[config.mk]
export PLATFORM = sky130hd
export DESIGN_NAME = serial_adder
export DESIGN_NICKNAME = d
export VERILOG_FILES = /design/src/rtl/serial_adder.sv
export SDC_FILE = /design/constraint.sdc
export NUM_CORES = 1
export LEC_CHECK = 0
export ABC_AREA = 0
export BUFFER_PORTS_ARGS = -buffer_cell sky130_fd_sc_hd__buf_2
export CORE_MARGIN = 5
export CORE_UTILIZATION = 50
export DETAILED_ROUTE_END_ITERATION = 6
export MAX_ROUTING_LAYER = met4
export PLACE_DENSITY = 0.85
export SYNTH_ARGS = -nofsm -noshare
export SYNTH_HDL_FRONTEND = slang
export SYNTH_SLANG_ARGS = --single-unit
[constraint.sdc]
create_clock -name clk -period 1.5 [get_ports clk]
set_input_delay 0.225 -clock clk [delete_from_list [all_inputs] [get_ports clk]]
set_output_delay 0.225 -clock clk [all_outputs]
set_load 0.02 [all_outputs]
[src/rtl/serial_adder.sv]
// Multi-cycle adder: adds two WIDTH-bit operands plus carry-in one BITS_PER_CYCLE slice per clock.
// Optional signed-overflow output enabled by defining SERIAL_ADDER_OVF_EN.
module serial_adder #(
    parameter int WIDTH          = 8,
    parameter int BITS_PER_CYCLE = 1
) (
    input  logic             clk,
    input  logic             rst_n,
    input  logic             start,
    input  logic [WIDTH-1:0] a,
    input  logic [WIDTH-1:0] b,
    input  logic             cin,
    output logic             busy,
    output logic             done,
    output logic [WIDTH-1:0] sum,
`ifdef SERIAL_ADDER_OVF_EN
    output logic             cout,
    output logic             ovf
`else
    output logic             cout
`endif
);

    localparam int N  = WIDTH / BITS_PER_CYCLE;
    localparam int CW = (N > 1) ? $clog2(N) : 1;

    typedef enum logic [1:0] {
        S_IDLE = 2'd0,
        S_RUN  = 2'd1,
        S_DONE = 2'd2
    } state_e;

    function automatic logic [BITS_PER_CYCLE:0] slice_add(
        input logic [BITS_PER_CYCLE-1:0] x,
        input logic [BITS_PER_CYCLE-1:0] y,
        input logic                      c
    );
        return {1'b0, x} + {1'b0, y} + {{BITS_PER_CYCLE{1'b0}}, c};
    endfunction

    state_e              state_q, state_d;
    logic [CW-1:0]       cnt_q, cnt_d;
    logic [WIDTH-1:0]    a_q, a_d, b_q, b_d;
    logic [WIDTH-1:0]    psum_q, psum_d;
    logic                carry_q, carry_d;
    logic [WIDTH-1:0]    sum_q, sum_d;
    logic                cout_q, cout_d;
    logic                busy_q, busy_d;
    logic                done_q, done_d;
    logic [BITS_PER_CYCLE:0] slice_s;
    logic [WIDTH-1:0]    psum_next_s;
`ifdef SERIAL_ADDER_OVF_EN
    // Operand sign bits are kept aside because the shift registers lose them.
    logic                a_msb_q, a_msb_d, b_msb_q, b_msb_d;
    logic                ovf_q, ovf_d;
`endif

    // Slice adder and the partial sum with the new slice shifted in at the MSB end.
    always_comb begin
        slice_s     = slice_add(a_q[BITS_PER_CYCLE-1:0], b_q[BITS_PER_CYCLE-1:0], carry_q);
        psum_next_s = (psum_q >> BITS_PER_CYCLE)
                    | (WIDTH'(slice_s[BITS_PER_CYCLE-1:0]) << (WIDTH - BITS_PER_CYCLE));
    end

    // Next-state and datapath update logic.
    always_comb begin
        state_d = state_q;
        cnt_d   = cnt_q;
        a_d     = a_q;
        b_d     = b_q;
        psum_d  = psum_q;
        carry_d = carry_q;
        sum_d   = sum_q;
        cout_d  = cout_q;
`ifdef SERIAL_ADDER_OVF_EN
        a_msb_d = a_msb_q;
        b_msb_d = b_msb_q;
        ovf_d   = ovf_q;
`endif
        case (state_q)
            S_IDLE, S_DONE: begin
                if (start) begin
                    a_d     = a;
                    b_d     = b;
                    carry_d = cin;
                    cnt_d   = {CW{1'b0}};
                    state_d = S_RUN;
`ifdef SERIAL_ADDER_OVF_EN
                    a_msb_d = a[WIDTH-1];
                    b_msb_d = b[WIDTH-1];
`endif
                end else begin
                    state_d = S_IDLE;
                end
            end
            S_RUN: begin
                a_d     = a_q >> BITS_PER_CYCLE;
                b_d     = b_q >> BITS_PER_CYCLE;
                psum_d  = psum_next_s;
                carry_d = slice_s[BITS_PER_CYCLE];
                cnt_d   = cnt_q + {{(CW-1){1'b0}}, 1'b1};
                if (cnt_q == CW'(N - 1)) begin
                    sum_d   = psum_next_s;
                    cout_d  = slice_s[BITS_PER_CYCLE];
                    state_d = S_DONE;
`ifdef SERIAL_ADDER_OVF_EN
                    ovf_d   = (a_msb_q == b_msb_q) && (psum_next_s[WIDTH-1] != a_msb_q);
`endif
                end else begin
                    state_d = S_RUN;
                end
            end
            default: begin
                state_d = S_IDLE;
            end
        endcase
        busy_d = (state_d == S_RUN);
        done_d = (state_d == S_DONE);
    end

    // State and datapath registers.
    always_ff @(posedge clk or negedge rst_n) begin
        if (!rst_n) begin
            state_q <= S_IDLE;
            cnt_q   <= {CW{1'b0}};
            a_q     <= {WIDTH{1'b0}};
            b_q     <= {WIDTH{1'b0}};
            psum_q  <= {WIDTH{1'b0}};
            carry_q <= 1'b0;
            sum_q   <= {WIDTH{1'b0}};
            cout_q  <= 1'b0;
            busy_q  <= 1'b0;
            done_q  <= 1'b0;
`ifdef SERIAL_ADDER_OVF_EN
            a_msb_q <= 1'b0;
            b_msb_q <= 1'b0;
            ovf_q   <= 1'b0;
`endif
        end else begin
            state_q <= state_d;
            cnt_q   <= cnt_d;
            a_q     <= a_d;
            b_q     <= b_d;
            psum_q  <= psum_d;
            carry_q <= carry_d;
            sum_q   <= sum_d;
            cout_q  <= cout_d;
            busy_q  <= busy_d;
            done_q  <= done_d;
`ifdef SERIAL_ADDER_OVF_EN
            a_msb_q <= a_msb_d;
            b_msb_q <= b_msb_d;
            ovf_q   <= ovf_d;
`endif
        end
    end

    assign busy = busy_q;
    assign done = done_q;
    assign sum  = sum_q;
    assign cout = cout_q;
`ifdef SERIAL_ADDER_OVF_EN
    assign ovf  = ovf_q;
`endif

endmodule

# --- After elaboration in Yosys (flattened, before gate mapping) ---
# Index checks and enable logic that the tools add are counted.
classes:
  addsub: 3
  mux: 11
  bitwise: 1
  reduce_logical: 5
  eq_ne: 6
ops:
  columns: ["operator", "n"]
  rows:
  - ["$pmux W8 S2", 2]
  - ["$mux W8", 2]
  - ["$or A7 B8 Y8", 1]
  - ["$pmux W3 S2", 1]
  - ["$eq A2 B1 Y1 const B", 2]
  - ["$eq A2 B2 Y1 const B", 2]
  - ["$pmux W2 S2", 1]
  - ["$reduce_and A2 Y1", 2]
  - ["$add A3 B1 Y3 const B", 1]
  - ["$eq A3 B3 Y1 const B", 1]
  - ["$mux W3", 1]
  - ["$add A1 B1 Y2", 1]
  - ["$add A2 B1 Y2", 1]
  - ["$logic_not A2 Y1", 1]
  - ["$mux W1", 2]
  - ["$mux W2", 1]
  - ["$ne A2 B2 Y1 const B", 1]
  - ["$pmux W1 S2", 1]
  - ["$reduce_bool A2 Y1", 1]
  - ["$reduce_or A2 Y1", 1]
word_totals:
  output_inout_bits: 11
  reg_bits: 41
  in_bits: 20
  word_cells: 36

# --- Longest topological paths before layout ---
# Gate-level depths: netlist (run 1).
logic_depth:
  depth_word: 4
  ltp_mapped: 5
  mapped_depth_nobuf: 4

# --- Worst setup path before layout (run 1) ---
# Ideal clock, no wire load.
synth_path:
  kind: "reg2reg"
  start: "reg cnt_q[0]"
  end: "reg cout_q (netlist: cout)"
  setup_time_ps: 125
  n_path_buf: 1
  path_stages_with_launch: 6
  period_less_slack_ps: 1468
  required_time_ps: 1375
  slack_ps: 32
  arrival_ps: 1343
  cell_sequence: "dfrtp_1 ha_1 ha_1 nand3b_4 buf_6 mux2_4"
synth_via:
  elab_chain_len: 2
synth_rtl:
  columns: ["element", "line_no", "rtl"]
  rows:
  - ["start: declaration", "42", "logic [CW-1:0] cnt_q, cnt_d;"]
  - ["start signal: assignment", "125", "cnt_q <= {CW{1'b0}};"]
  - ["start signal: assignment", "141", "cnt_q <= cnt_d;"]
  - ["$eq A3 B3 Y1", "102", "if (cnt_q == CW'(N - 1)) begin"]
  - ["$reduce_and A2 Y1 (no source line)", null, null]
  - ["end signal: assignment", "147", "cout_q <= cout_d;"]
  - ["end: declaration", "47", "logic cout_q, cout_d;"]
# Every way passes these cells.
# A chain may end at the register's enable or synchronous reset.

# --- Worst setup path after layout (run 1) ---
layout_path:
  start: "reg cnt_q[1]"
  end: "reg cnt_q[2]"
layout_via:
  elab_chain_len: 2
layout_rtl:
  columns: ["element", "line_no", "rtl"]
  rows:
  - ["$add A3 B1 Y3", "101", "cnt_d = cnt_q + {{(CW-1){1'b0}}, 1'b1};"]
  - ["$pmux W3 S2", "80", "case (state_q)"]
# Every way passes these cells.

==> results of run 1 <==
worst max-delay path by stage:
| stage | from | to | slack [ns] | depth (start not counted) |
|---|---|---|---|---|
| 6_report | cnt_q[1]$_DFFE_PN0P_ | cnt_q[2]$_DFFE_PN0P_ | 0.06 | 4 |
| 3_3_place_gp | cnt_q[0]$_DFFE_PN0P_ | sum[0]$_DFFE_PN0P_ | 0.05 | 4 |
| 5_1_grt | cnt_q[0]$_DFFE_PN0P_ | cnt_q[2]$_DFFE_PN0P_ | 0.01 | 4 |
| 2_1_floorplan | cnt_q[0]$_DFFE_PN0P_ | cout$_DFFE_PN0P_ | 0.03 | 5 |
| 4_1_cts | cnt_q[1]$_DFFE_PN0P_ | cnt_q[2]$_DFFE_PN0P_ | 0.06 | 4 |
| 3_5_place_dp | cnt_q[1]$_DFFE_PN0P_ | sum[0]$_DFFE_PN0P_ | 0.006 | 4 |
layout make-up:
type / instances / area [um^2]
timing repair buffer: 37 / 218
clock inverter: 2 / 10.0
inverter: 3 / 11.3
multi-input combinational: 82 / 867
clock buffer: 6 / 82.6
fill: 326 / 1470
tap: 48 / 60.1
sequential: 40 / 1000
timing repair:
item / in CTS / in global routing
setup endpoints to repair: 1 / 0
endpoints found under the hold margin: 40 / 0
resized for setup: 1 / 0
hold buffers: 1 / 0
flip-flops by register name (all words and copies together), names as in the netlist:
register / flops
b_q: 8
busy: 1
carry_q: 1
state_q: 2
a_q: 8
cnt_q: 3
cout: 1
done: 1
sum: 8
psum_q: 7
worst max-delay path, stage by stage (launching register included):
cell and delay, ns:
sky130_fd_sc_hd__dfrtp_1 0.40, sky130_fd_sc_hd__ha_1 0.19, sky130_fd_sc_hd__ha_2 0.25, sky130_fd_sc_hd__mux2_2 0.26
sky130_fd_sc_hd__a22o_1 0.23
cells by family after synthesis:
| group | synth area share, % |
|---|---|
| and+or+nand+nor | 2.04 |
| adders and majority gates | 2.30 |
| AOI/OAI and AO/OA | 2.49 |
| xor gates and xnor gates | 0.447 |
| DFF | 51.1 |
| buffers and inverters | 5.30 |
| muxes | 36.3 |
through the flow:
step                      setup WS (ns)  power, mW
after global placement           0.0519       3.60
after floorplan                  0.0320       3.32
after global routing             0.0111       4.76
after CTS                        0.0585       4.52
after detailed placement        0.00621       3.76
final                            0.0595       4.46
cells in the final DEF (no fill, tap or decap), drive strengths merged:
master        n
nor2          1
mux2i        47
nand3         2
buf          36
dfrtp        40
nand3b        2
fa            1
dlygate4sd3   1
o22ai         2
ha            2
clkbuf        6
xnor2         1
nand2b        1
clkinv        2
a22o          3
mux2         18
inv           3
o21ai         2
per-layer routing:
metal	up-vias	track usage, %	wire (um)
met5	-	-	0
met4	0	8.40	129
met3	14	3.58	197
met2	33	25.3	1740
met1	569	16.2	1400
li1	551	-	-
report_power, final:
part / total, mW / switching [mW] / internal, mW
Sequential: 1.93 / 0.361 / 1.57
Clock: 0.719 / 0.353 / 0.367
Combinational: 1.81 / 0.828 / 0.981
Yosys cell counts (all sizes together):
cell / n / area share (%)
ha: 2 / 1.3
o21ai: 2 / 0.51
xnor2: 1 / 0.45
a22o: 3 / 1.3
buf: 9 / 4.7
fa: 1 / 1.0
nand2b: 1 / 0.32
o22ai: 2 / 0.64
nand3: 2 / 0.51
dfrtp: 40 / 51
mux2i: 47 / 24
nor2: 1 / 0.19
mux2: 18 / 12
inv: 3 / 0.58
nand3b: 1 / 1.0
==> metrics.txt, run 1 <==
# TYPE chip_impl_metric gauge
chip_impl_info{name="min-delay-path-class",value="in2reg"} 1
chip_impl_metric{name="count_of_placed_standard_cells_including_taps",unit=""} 208
chip_impl_metric{name="routed_wl",unit="um"} 3470
chip_impl_info{name="r2r-start",value="cnt_q[1]$_DFFE_PN0P_"} 1
chip_impl_metric{name="ant_nets",unit=""} 0
chip_impl_metric{name="io_buffers",unit=""} 30
chip_impl_metric{name="netlist_instances",unit=""} 133
chip_impl_metric{name="worst-r2r-setup-slack",unit="ns"} 0.06
chip_impl_metric{name="vias",unit=""} 1167
chip_impl_metric{name="leakage",unit="nW"} 1.16
chip_impl_metric{name="synth.avg_cell_area",unit="um^2"} 14.7
chip_impl_metric{name="cts.repair_timing.setup_buffer_count",unit=""} 0
chip_impl_metric{name="clock-skew-final",unit="ns"} 0.00476
chip_impl_metric{name="drc_errors",unit=""} 0
chip_impl_metric{name="synth.lib_cells_used.distinct",unit=""} 19
chip_impl_metric{name="insertedDiodeCount",unit=""} 0
chip_impl_metric{name="dp.final_hpwl",unit="um"} 2390
chip_impl_info{name="crit_end_element",value="register"} 1
chip_impl_metric{name="grt_max_degree",unit=""} 41
chip_impl_metric{name="grt_overflow_total",unit=""} 0
chip_impl_metric{name="clkSinkCount",unit=""} 40
chip_impl_metric{name="die_width",unit="um"} 72.6
chip_impl_metric{name="detail_route.iter0.violations",unit=""} 48
chip_impl_metric{name="nNetsFinal",unit=""} 192
chip_impl_metric{name="timing.hold.worst_path_depth",unit=""} 3
chip_impl_metric{name="worst_pin_slew",unit="ns"} 0.549
chip_impl_metric{name="maxCapViolCount",unit=""} 0
chip_impl_info{name="cts_root_buf",value="sky130_fd_sc_hd__clkbuf_8"} 1
chip_impl_metric{name="vias_per_cell",unit=""} 5.35
chip_impl_info{name="whs_endpoint",value="a_q[5]$_DFFE_PN0P_"} 1
chip_impl_metric{name="routabilityCongestion",unit=""} 0.740
chip_impl_metric{name="io_pins",unit=""} 31
chip_impl_metric{name="die_area",unit="um^2"} 5270
chip_impl_metric{name="syn-cell-area",unit="um^2"} 1960
chip_impl_metric{name="number_of_buffers_inserted_during_clock_tree_synthesis",unit=""} 5
chip_impl_metric{name="synth_sequential_area_ratio",unit="%"} 51.1
chip_impl_metric{name="ctsHtreeMaxLevel",unit=""} 2
chip_impl_metric{name="firstDrtPassIters",unit=""} 3
chip_impl_metric{name="fin_hold_ws",unit="ns"} 0.224
chip_impl_metric{name="mappedNetlistNets",unit=""} 156
chip_impl_metric{name="timing_limited_maximum_frequency",unit="MHz"} 694
chip_impl_metric{name="drive_gt1_share",unit="%"} 38.2
chip_impl_metric{name="gr-usage-all-layers",unit="%"} 15.0
chip_impl_metric{name="worst-path-max-fanout",unit=""} 3
chip_impl_metric{name="vias_in_the_first_global_route",unit=""} 1279
chip_impl_metric{name="arrival_time_at_the_worst_endpoint",unit="ns"} 1.62
chip_impl_metric{name="power.density_cell_area",unit="nW/um^2"} 1980
chip_impl_metric{name="core_area",unit="um^2"} 3720
chip_impl_metric{name="global_route_wire_length_before_repair",unit="um"} 5900
chip_impl_metric{name="ir_drop",unit="mV"} 1.00
chip_impl_metric{name="number_of_standard_cells_in_the_layout_taps_in_and_fillers_out",unit=""} 218
chip_impl_metric{name="slew_violations",unit=""} 0
chip_impl_info{name="worst-setup-path-type",value="reg2reg"} 1
chip_impl_metric{name="start_util",unit="%"} 52.7
chip_impl_metric{name="post_drt_wl_per_cell",unit="um"} 15.9
chip_impl_metric{name="setup_viol",unit=""} 0
chip_impl_metric{name="period_minus_slack",unit="ns"} 1.44
chip_impl_metric{name="synthesis.yosys.warnings",unit=""} 0
chip_impl_metric{name="maximum_clock_insertion_buffer_count",unit=""} 2
chip_impl_metric{name="totalNegativeSetupSlack",unit="ns"} 0
chip_impl_metric{name="clock_insertion_delay_worst_skew",unit="ns"} 0.29
chip_impl_metric{name="placement_rows",unit=""} 22
chip_impl_metric{name="end_of_flow_core_utilization",unit="%"} 60.5
chip_impl_metric{name="clk_transition_reported_paths",unit="ns"} 0.07
chip_impl_info{name="min-delay-start",value="a[5]"} 1
chip_impl_info{name="crit_path_start_kind",value="register"} 1
chip_impl_metric{name="critPathRequiredTime",unit="ns"} 1.68
chip_impl_metric{name="dpl_cell_area",unit="um^2"} 2130
chip_impl_info{name="clock_tree_from_tritoncts",value="done"} 1
chip_impl_metric{name="syn2layout_area_growth",unit="%"} 14.9
chip_impl_metric{name="post_route_fraction_of_the_period_consumed_by_the_critical_path",unit="%"} 96.0
chip_impl_info{name="rsz_0062_raised_after_global_routing",value="no"} 1
chip_impl_info{name="worst_r2r_end",value="cnt_q[2]$_DFFE_PN0P_"} 1
chip_impl_metric{name="design_area",unit="um^2"} 2250
chip_impl_info{name="run_status",value="completed"} 1
chip_impl_metric{name="height_of_the_chip",unit="um"} 72.6
chip_impl_metric{name="flops_latches_synth",unit=""} 40
chip_impl_metric{name="slew_headroom",unit="%"} 63.4
chip_impl_metric{name="antenna_found_initial",unit=""} 0
chip_impl_metric{name="report.final.hold_viol_count",unit=""} 0
chip_impl_metric{name="ff2ff_path_depth",unit=""} 4
Power figures use the tool's default switching activity.
==> inputs of run 2 (changes only) <==
--- a/config.mk
+++ b/config.mk
@@ -6,7 +6,7 @@
 export NUM_CORES = 1
 export LEC_CHECK = 0
 export ABC_AREA = 0
-export BUFFER_PORTS_ARGS = -buffer_cell sky130_fd_sc_hd__buf_2
+export BUFFER_PORTS_ARGS = -buffer_cell sky130_fd_sc_hd__buf_4
 export CORE_MARGIN = 5
 export CORE_UTILIZATION = 50
 export DETAILED_ROUTE_END_ITERATION = 6
==> run 2 against run 1 <==
Effect of this change: sequential share of layout area decreased by 1.1 points; critical path type unchanged; hold slack got worse by 0.0097 ns; clock-buffer cell count unchanged; wire length decreased by 3.5%; largest power group unchanged; setup slack got worse by 0.012 ns; die area unchanged; first-iteration DRC count decreased by 25%; critical path depth unchanged.
==> metrics.txt, run 2 (same netlist as run 1, synthesis figures left out) <==
# TYPE chip_impl_metric gauge
chip_impl_info{name="run_status",value="completed"} 1
chip_impl_metric{name="clk_transition_reported_paths",unit="ns"} 0.08
chip_impl_metric{name="critPathRequiredTime",unit="ns"} 1.68
chip_impl_metric{name="totalNegativeSetupSlack",unit="ns"} 0
chip_impl_info{name="crit_path_start_kind",value="register"} 1
chip_impl_metric{name="setup_viol",unit=""} 0
chip_impl_info{name="path_cells",value="ha_1 -> ha_2 -> nand3b_4 -> mux2_2"} 1
chip_impl_metric{name="design_area",unit="um^2"} 2310
chip_impl_metric{name="ir_drop",unit="mV"} 0.918
chip_impl_metric{name="height_of_the_chip",unit="um"} 72.6
chip_impl_metric{name="timing_limited_maximum_frequency",unit="MHz"} 689
chip_impl_metric{name="ctsHtreeMaxLevel",unit=""} 2
chip_impl_info{name="mostFrequentLayoutCells",value="sky130_fd_sc_hd__mux2i_1, sky130_fd_sc_hd__dfrtp_1, sky130_fd_sc_hd__buf_4"} 1
chip_impl_metric{name="worst_slack",unit="ns"} 0.0477
chip_impl_metric{name="antenna_found_initial",unit=""} 0
chip_impl_metric{name="dp_slack",unit="ns"} -0.0112
chip_impl_metric{name="clkSinkCount",unit=""} 40
chip_impl_metric{name="global_route_wire_length_before_repair",unit="um"} 5520
chip_impl_metric{name="grt_max_degree",unit=""} 41
chip_impl_info{name="worst-setup-path-type",value="reg2reg"} 1
chip_impl_metric{name="report.final.hold_viol_count",unit=""} 0
chip_impl_metric{name="clock-skew-final",unit="ns"} 0.00407
chip_impl_metric{name="arrival_time_at_the_worst_endpoint",unit="ns"} 1.64
chip_impl_metric{name="worst-r2r-setup-slack",unit="ns"} 0.05
chip_impl_metric{name="routabilityCongestion",unit=""} 0.702
chip_impl_info{name="layout_commonest_cell",value="sky130_fd_sc_hd__mux2i_1"} 1
chip_impl_metric{name="drc_errors",unit=""} 0
chip_impl_metric{name="io_buffers",unit=""} 30
chip_impl_metric{name="ff2ff_path_depth",unit=""} 4
chip_impl_metric{name="slew_headroom",unit="%"} 67.1
chip_impl_metric{name="gr-usage-all-layers",unit="%"} 14.2
chip_impl_info{name="cpLargestDelayFamily",value="adder cells"} 1
chip_impl_info{name="crit_path_top_delay_cell",value="sky130_fd_sc_hd__dfrtp_1"} 1
chip_impl_metric{name="number_of_buffers_inserted_during_clock_tree_synthesis",unit=""} 5
chip_impl_metric{name="power.density_cell_area",unit="nW/um^2"} 2020
chip_impl_metric{name="cpPeakStageDelay",unit="ns"} 0.39
chip_impl_info{name="crit_end_element",value="register"} 1
chip_impl_metric{name="start_util",unit="%"} 52.7
chip_impl_metric{name="maximum_clock_insertion_buffer_count",unit=""} 2
chip_impl_metric{name="switching_share",unit="%"} 33.0
chip_impl_metric{name="post_drt_wl_per_cell",unit="um"} 15.5
chip_impl_metric{name="dpl_cell_area",unit="um^2"} 2180
chip_impl_info{name="top_layer",value="met4"} 1
chip_impl_metric{name="drive_gt1_share",unit="%"} 36.9
chip_impl_metric{name="wl_met3",unit="um"} 195
chip_impl_metric{name="fin_hold_ws",unit="ns"} 0.214
chip_impl_metric{name="timing.critical_path.buf_inv",unit=""} 0
chip_impl_info{name="cts_root_buf",value="sky130_fd_sc_hd__clkbuf_8"} 1
chip_impl_info{name="r2r-start",value="cnt_q[0]$_DFFE_PN0P_"} 1
chip_impl_metric{name="net-switching-power",unit="mW"} 1.54
chip_impl_metric{name="clkPwrFrac",unit="%"} 18.4
chip_impl_metric{name="die_area",unit="um^2"} 5270
chip_impl_metric{name="detail_route.iter0.violations",unit=""} 36
chip_impl_metric{name="count_of_placed_standard_cells_including_taps",unit=""} 206
chip_impl_metric{name="grt_overflow_total",unit=""} 0
chip_impl_metric{name="period_minus_slack",unit="ns"} 1.45
chip_impl_metric{name="placement_rows",unit=""} 22
chip_impl_metric{name="dp.final_hpwl",unit="um"} 2380
chip_impl_metric{name="core_area",unit="um^2"} 3720
chip_impl_info{name="whs_endpoint",value="b_q[6]$_DFFE_PN0P_"} 1
chip_impl_metric{name="worst-path-max-fanout",unit=""} 11
chip_impl_metric{name="vias_in_the_first_global_route",unit=""} 1176
chip_impl_metric{name="leakage",unit="nW"} 1.17
chip_impl_metric{name="nNetsFinal",unit=""} 190
chip_impl_metric{name="firstDrtPassIters",unit=""} 4
chip_impl_info{name="min-delay-path-class",value="in2reg"} 1
chip_impl_metric{name="vias",unit=""} 1105
chip_impl_metric{name="die_width",unit="um"} 72.6
chip_impl_metric{name="insertedDiodeCount",unit=""} 0
chip_impl_info{name="min-delay-start",value="b[6]"} 1
chip_impl_metric{name="io_pins",unit=""} 31
chip_impl_metric{name="ant_nets",unit=""} 0
chip_impl_metric{name="internal-power",unit="mW"} 3.13
chip_impl_metric{name="post_route_fraction_of_the_period_consumed_by_the_critical_path",unit="%"} 96.8
chip_impl_metric{name="combinational_power_share",unit="%"} 40.4
chip_impl_metric{name="syn2layout_area_growth",unit="%"} 17.9
chip_impl_metric{name="slew_violations",unit=""} 0
chip_impl_metric{name="routed_wl",unit="um"} 3340
chip_impl_metric{name="nFillCells",unit=""} 294
chip_impl_metric{name="number_of_standard_cells_in_the_layout_taps_in_and_fillers_out",unit=""} 216
chip_impl_metric{name="maxCapViolCount",unit=""} 0
chip_impl_metric{name="share_seq_of_total_power",unit="%"} 41.2
chip_impl_info{name="rsz_0062_raised_after_global_routing",value="no"} 1
chip_impl_metric{name="vias_per_cell",unit=""} 5.12
chip_impl_metric{name="power",unit="mW"} 4.67
chip_impl_metric{name="timing.hold.worst_path_depth",unit=""} 3
chip_impl_metric{name="end_of_flow_core_utilization",unit="%"} 62.1
chip_impl_metric{name="wl_met2",unit="um"} 1690
chip_impl_metric{name="wl_met1",unit="um"} 1430
chip_impl_info{name="worst_r2r_end",value="sum[0]$_DFFE_PN0P_"} 1
chip_impl_info{name="clock_tree_from_tritoncts",value="done"} 1
chip_impl_metric{name="worst_pin_slew",unit="ns"} 0.494
chip_impl_metric{name="clock_insertion_delay_worst_skew",unit="ns"} 0.29
==> run 2: cell count changes in the layout (fill, tap and decap cells not counted), sizes merged <==
cell	before	now
bufinv	0	1
clkinv	2	1
buf	36	35
nand3b	2	1
==> run 2: how the worst max path moves through the flow <==
stage	start	slack [ns]	to	depth (start not counted)
final	cnt_q[0]$_DFFE_PN0P_	0.05	sum[0]$_DFFE_PN0P_	4
after global placement	cnt_q[1]$_DFFE_PN0P_	0.05	sum[0]$_DFFE_PN0P_	4
after detailed placement	cnt_q[1]$_DFFE_PN0P_	-0.01	sum[0]$_DFFE_PN0P_	4
after global routing	cnt_q[0]$_DFFE_PN0P_	0.002	sum[0]$_DFFE_PN0P_	4
after floorplan	cnt_q[0]$_DFFE_PN0P_	0.03	cout$_DFFE_PN0P_	5
after CTS	cnt_q[1]$_DFFE_PN0P_	0.03	sum[0]$_DFFE_PN0P_	4
==> run 2: routing by layer <==
| metal | vias up | track usage [%] |
|---|---|---|
| met5 | - | - |
| met4 | 0 | 3.07 |
| met3 | 2 | 5.37 |
| met2 | 30 | 22.6 |
| met1 | 533 | 17.1 |
| li1 | 540 | - |
==> run 2: worst reg2reg max path: stages, from the launching register on <==
cell                       delay (ns)
sky130_fd_sc_hd__dfrtp_1         0.39
sky130_fd_sc_hd__ha_1            0.21
sky130_fd_sc_hd__ha_2            0.20
sky130_fd_sc_hd__nand3b_4        0.18
sky130_fd_sc_hd__mux2_2          0.36
==> run 2: layout make-up <==
cell class                      count  area [um^2]  share of cell area, %
Clock buffer                        6         72.6                   3.14
Tap cell                           48         60.1                   2.60
Sequential cell                    40         1000                   43.4
Timing Repair Buffer               36          273                   11.8
Multi-Input combinational cell     81          856                   37.1
Inverter                            3         11.3                  0.488
Clock inverter                      2         35.0                   1.52
==> run 2: power groups by stage <==
stage / Combinational (mW) / Sequential, mW / Clock [mW]
after floorplan: 1.30 / 2.01 / 0
after global placement: 1.80 / 1.90 / 0
after detailed placement: 1.90 / 1.96 / 0
after CTS: 1.92 / 1.93 / 0.876
after global routing: 2.07 / 2.00 / 0.921
final: 1.89 / 1.93 / 0.860
==> run 2: repair_timing <==
| item | 4_1_cts | 5_1_grt |
|---|---|---|
| endpoints found under the setup margin | 1 | 1 |
| gates resized for setup | 1 | 0 |
| setup buffers | 0 | 1 |
| hold buffers | 1 | 0 |
| endpoints found under the hold margin | 40 | 0 |
==> inputs of run 3 (changes only) <==
--- a/config.mk
+++ b/config.mk
@@ -12,6 +12,7 @@
 export DETAILED_ROUTE_END_ITERATION = 6
 export MAX_ROUTING_LAYER = met4
 export PLACE_DENSITY = 0.85
+export SETUP_SLACK_MARGIN = 0.05
 export SYNTH_ARGS = -nofsm -noshare
 export SYNTH_HDL_FRONTEND = slang
 export SYNTH_SLANG_ARGS = --single-unit
==> run 3 against run 2 <==
Effect of this change: sequential share of layout area fell by 1.4 points; design area rose by 3.4%; combinational power rose by 2%; cell count did not move; register-to-register slack improved by 0.03 ns; wire length rose by 4.9%; non-clock buffer count fell by 1; largest power group unchanged.
==> metrics.txt, run 3 (same netlist as run 1, synthesis figures left out) <==
# TYPE chip_impl_metric gauge
chip_impl_metric{name="design_area",unit="um^2"} 2390
chip_impl_metric{name="nNetsFinal",unit=""} 190
chip_impl_metric{name="antenna_found_initial",unit=""} 0
chip_impl_metric{name="vias_per_cell",unit=""} 5.33
chip_impl_metric{name="maximum_clock_insertion_buffer_count",unit=""} 2
chip_impl_metric{name="report.final.hold_viol_count",unit=""} 0
chip_impl_info{name="crit_path_top_delay_cell",value="sky130_fd_sc_hd__dfrtp_1"} 1
chip_impl_metric{name="clock_insertion_delay_worst_skew",unit="ns"} 0.29
chip_impl_metric{name="worst-path-max-fanout",unit=""} 3
chip_impl_metric{name="vias",unit=""} 1152
chip_impl_metric{name="slew_violations",unit=""} 0
chip_impl_metric{name="period_minus_slack",unit="ns"} 1.42
chip_impl_info{name="run_status",value="completed"} 1
chip_impl_metric{name="timing_limited_maximum_frequency",unit="MHz"} 705
chip_impl_info{name="clock_tree_from_tritoncts",value="done"} 1
chip_impl_info{name="layout_commonest_cell",value="sky130_fd_sc_hd__mux2i_1"} 1
chip_impl_metric{name="worst-r2r-setup-slack",unit="ns"} 0.08
chip_impl_metric{name="drc_errors",unit=""} 0
chip_impl_metric{name="ir_drop",unit="mV"} 0.925
chip_impl_info{name="crit_path_start_kind",value="register"} 1
chip_impl_info{name="mostFrequentLayoutCells",value="sky130_fd_sc_hd__mux2i_1, sky130_fd_sc_hd__dfrtp_1, sky130_fd_sc_hd__buf_4"} 1
chip_impl_metric{name="global_route_wire_length_before_repair",unit="um"} 5820
chip_impl_metric{name="slew_headroom",unit="%"} 66.3
chip_impl_metric{name="dp.final_hpwl",unit="um"} 2400
chip_impl_metric{name="dpl_cell_area",unit="um^2"} 2180
chip_impl_metric{name="insertedDiodeCount",unit=""} 0
chip_impl_metric{name="maxCapViolCount",unit=""} 0
chip_impl_metric{name="drive_gt1_share",unit="%"} 38.7
chip_impl_info{name="crit_end_element",value="register"} 1
chip_impl_metric{name="number_of_buffers_inserted_during_clock_tree_synthesis",unit=""} 5
chip_impl_metric{name="grt_overflow_total",unit=""} 0
chip_impl_metric{name="gr-usage-all-layers",unit="%"} 14.6
chip_impl_metric{name="setup_viol",unit=""} 0
chip_impl_info{name="r2r-start",value="cnt_q[1]$_DFFE_PN0P_"} 1
chip_impl_metric{name="wl_met1",unit="um"} 1510
chip_impl_metric{name="clock-skew-final",unit="ns"} 0.00812
chip_impl_metric{name="arrival_time_at_the_worst_endpoint",unit="ns"} 1.60
chip_impl_info{name="cts_root_buf",value="sky130_fd_sc_hd__clkbuf_8"} 1
chip_impl_metric{name="wl_met3",unit="um"} 189
chip_impl_metric{name="post_drt_wl_per_cell",unit="um"} 16.2
chip_impl_metric{name="detail_route.iter0.violations",unit=""} 30
chip_impl_metric{name="leakage",unit="nW"} 1.20
chip_impl_metric{name="number_of_standard_cells_in_the_layout_taps_in_and_fillers_out",unit=""} 216
chip_impl_metric{name="height_of_the_chip",unit="um"} 72.6
chip_impl_metric{name="routabilityCongestion",unit=""} 0.744
chip_impl_metric{name="wl_met2",unit="um"} 1770
chip_impl_metric{name="count_of_placed_standard_cells_including_taps",unit=""} 205
chip_impl_metric{name="ff2ff_path_depth",unit=""} 4
chip_impl_metric{name="die_area",unit="um^2"} 5270
chip_impl_metric{name="io_buffers",unit=""} 30
chip_impl_metric{name="nFillCells",unit=""} 285
chip_impl_metric{name="ant_nets",unit=""} 0
chip_impl_metric{name="cpPeakStageDelay",unit="ns"} 0.41
chip_impl_metric{name="multi_input_comb_area",unit="um^2"} 891
chip_impl_metric{name="syn2layout_area_growth",unit="%"} 21.9
chip_impl_metric{name="firstDrtPassIters",unit=""} 4
chip_impl_metric{name="post_route_fraction_of_the_period_consumed_by_the_critical_path",unit="%"} 94.6
chip_impl_metric{name="ctsHtreeMaxLevel",unit=""} 2
chip_impl_metric{name="grt_max_degree",unit=""} 41
chip_impl_metric{name="timing.hold.worst_path_depth",unit=""} 3
chip_impl_info{name="rsz_0062_raised_after_global_routing",value="yes"} 1
chip_impl_info{name="worst_r2r_end",value="cnt_q[2]$_DFFE_PN0P_"} 1
chip_impl_metric{name="worst_pin_slew",unit="ns"} 0.506
chip_impl_metric{name="regArea",unit="um^2"} 1000
chip_impl_metric{name="io_pins",unit=""} 31
chip_impl_metric{name="vias_in_the_first_global_route",unit=""} 1260
chip_impl_metric{name="clk_transition_reported_paths",unit="ns"} 0.07
chip_impl_metric{name="routed_wl",unit="um"} 3510
chip_impl_info{name="min-delay-start",value="a[0]"} 1
chip_impl_metric{name="power.density_cell_area",unit="nW/um^2"} 2130
chip_impl_metric{name="start_util",unit="%"} 52.7
chip_impl_metric{name="core_area",unit="um^2"} 3720
chip_impl_metric{name="placement_rows",unit=""} 22
chip_impl_info{name="min-delay-path-class",value="in2reg"} 1
chip_impl_info{name="top_layer",value="met4"} 1
chip_impl_info{name="worst-setup-path-type",value="reg2reg"} 1
chip_impl_info{name="path_cells",value="ha_2 -> ha_4 -> mux2_2 -> a22o_1"} 1
chip_impl_metric{name="die_width",unit="um"} 72.6
chip_impl_metric{name="critPathRequiredTime",unit="ns"} 1.68
chip_impl_info{name="whs_endpoint",value="a_q[0]$_DFFE_PN0P_"} 1
chip_impl_metric{name="clkSinkCount",unit=""} 40
## run 3: cell count changes in the layout (fill, tap and decap cells not counted)
cell                        delta
sky130_fd_sc_hd__nand2b_2      +1
sky130_fd_sc_hd__clkinv_2      -1
sky130_fd_sc_hd__nand2b_1      -1
sky130_fd_sc_hd__nand3b_4      +1
sky130_fd_sc_hd__ha_4          +1
sky130_fd_sc_hd__buf_4         -1
sky130_fd_sc_hd__ha_1          -1
sky130_fd_sc_hd__bufinv_16     +2
sky130_fd_sc_hd__clkbuf_1      -1
## run 3: final cells by class
type | count | share of cell area (%)
Multi-Input combinational cell | 82 | 37.3
Timing Repair Buffer | 35 | 11.1
Sequential cell | 40 | 41.9
Inverter | 3 | 0.472
Clock buffer | 5 | 2.88
Tap cell | 48 | 2.52
Clock inverter | 3 | 3.77
## run 3: timing repair
action	4_1_cts	5_1_grt
hold endpoints to repair	40	0
cloned	1	0
setup endpoints to repair	10	11
hold buffers	1	0
setup buffers	1	0
gates resized for setup	0	4
pin swaps	0	1
## run 3: through the flow
| stage | hold WS (ns) | total power [mW] | TNS [ns] | worst slack, ns | util [%] |
|---|---|---|---|---|---|
| 6_report | 0.225 | 5.09 | 0 | 0.0816 | 64.2 |
| 5_1_grt | 0.229 | 5.39 | 0 | 0.0234 | 64.2 |
| 4_1_cts | 0.217 | 5.09 | 0 | 0.0587 | 63.6 |
| 3_5_place_dp | 0.229 | 3.84 | -0.00330 | -0.00330 | 58.6 |
| 3_3_place_gp | 0.218 | 3.68 | 0 | 0.0577 | 58.6 |
| 2_1_floorplan | -0.0706 | 3.33 | 0 | 0.0821 | - |
## run 3: layer usage
layer / vias up / GRT usage, %
li1: 548 / -
met1: 570 / 16.7
met2: 30 / 24.9
met3: 4 / 3.58
met4: 0 / 4.92
met5: - / -
## run 3: critical path: cells and delay by family, from the launching register on
| family | cells | cell delay, ns |
|---|---|---|
| mux | 1 | 0.26 |
| flops | 1 | 0.41 |
| fa+ha+maj | 2 | 0.42 |
| compound gates | 1 | 0.22 |
## run 3: worst max-delay path by stage
stage	from	end	slack, ns	depth (start not counted)
floorplan	cnt_q[0]$_DFFE_PN0P_	cout$_DFFE_PN0P_	0.08	5
global placement	cnt_q[0]$_DFFE_PN0P_	sum[0]$_DFFE_PN0P_	0.06	4
detailed placement	cnt_q[0]$_DFFE_PN0P_	sum[0]$_DFFE_PN0P_	-0.003	4
CTS	cnt_q[1]$_DFFE_PN0P_	cnt_q[2]$_DFFE_PN0P_	0.06	4
global route	state_q[0]$_DFF_PN0_	cnt_q[0]$_DFFE_PN0P_	0.02	3
finish	cnt_q[1]$_DFFE_PN0P_	cnt_q[2]$_DFFE_PN0P_	0.08	4
## run 3: power by group
group / internal (mW) / switching, mW
Combinational: 1.09 / 0.841
Clock: 0.832 / 0.363
Sequential: 1.57 / 0.394
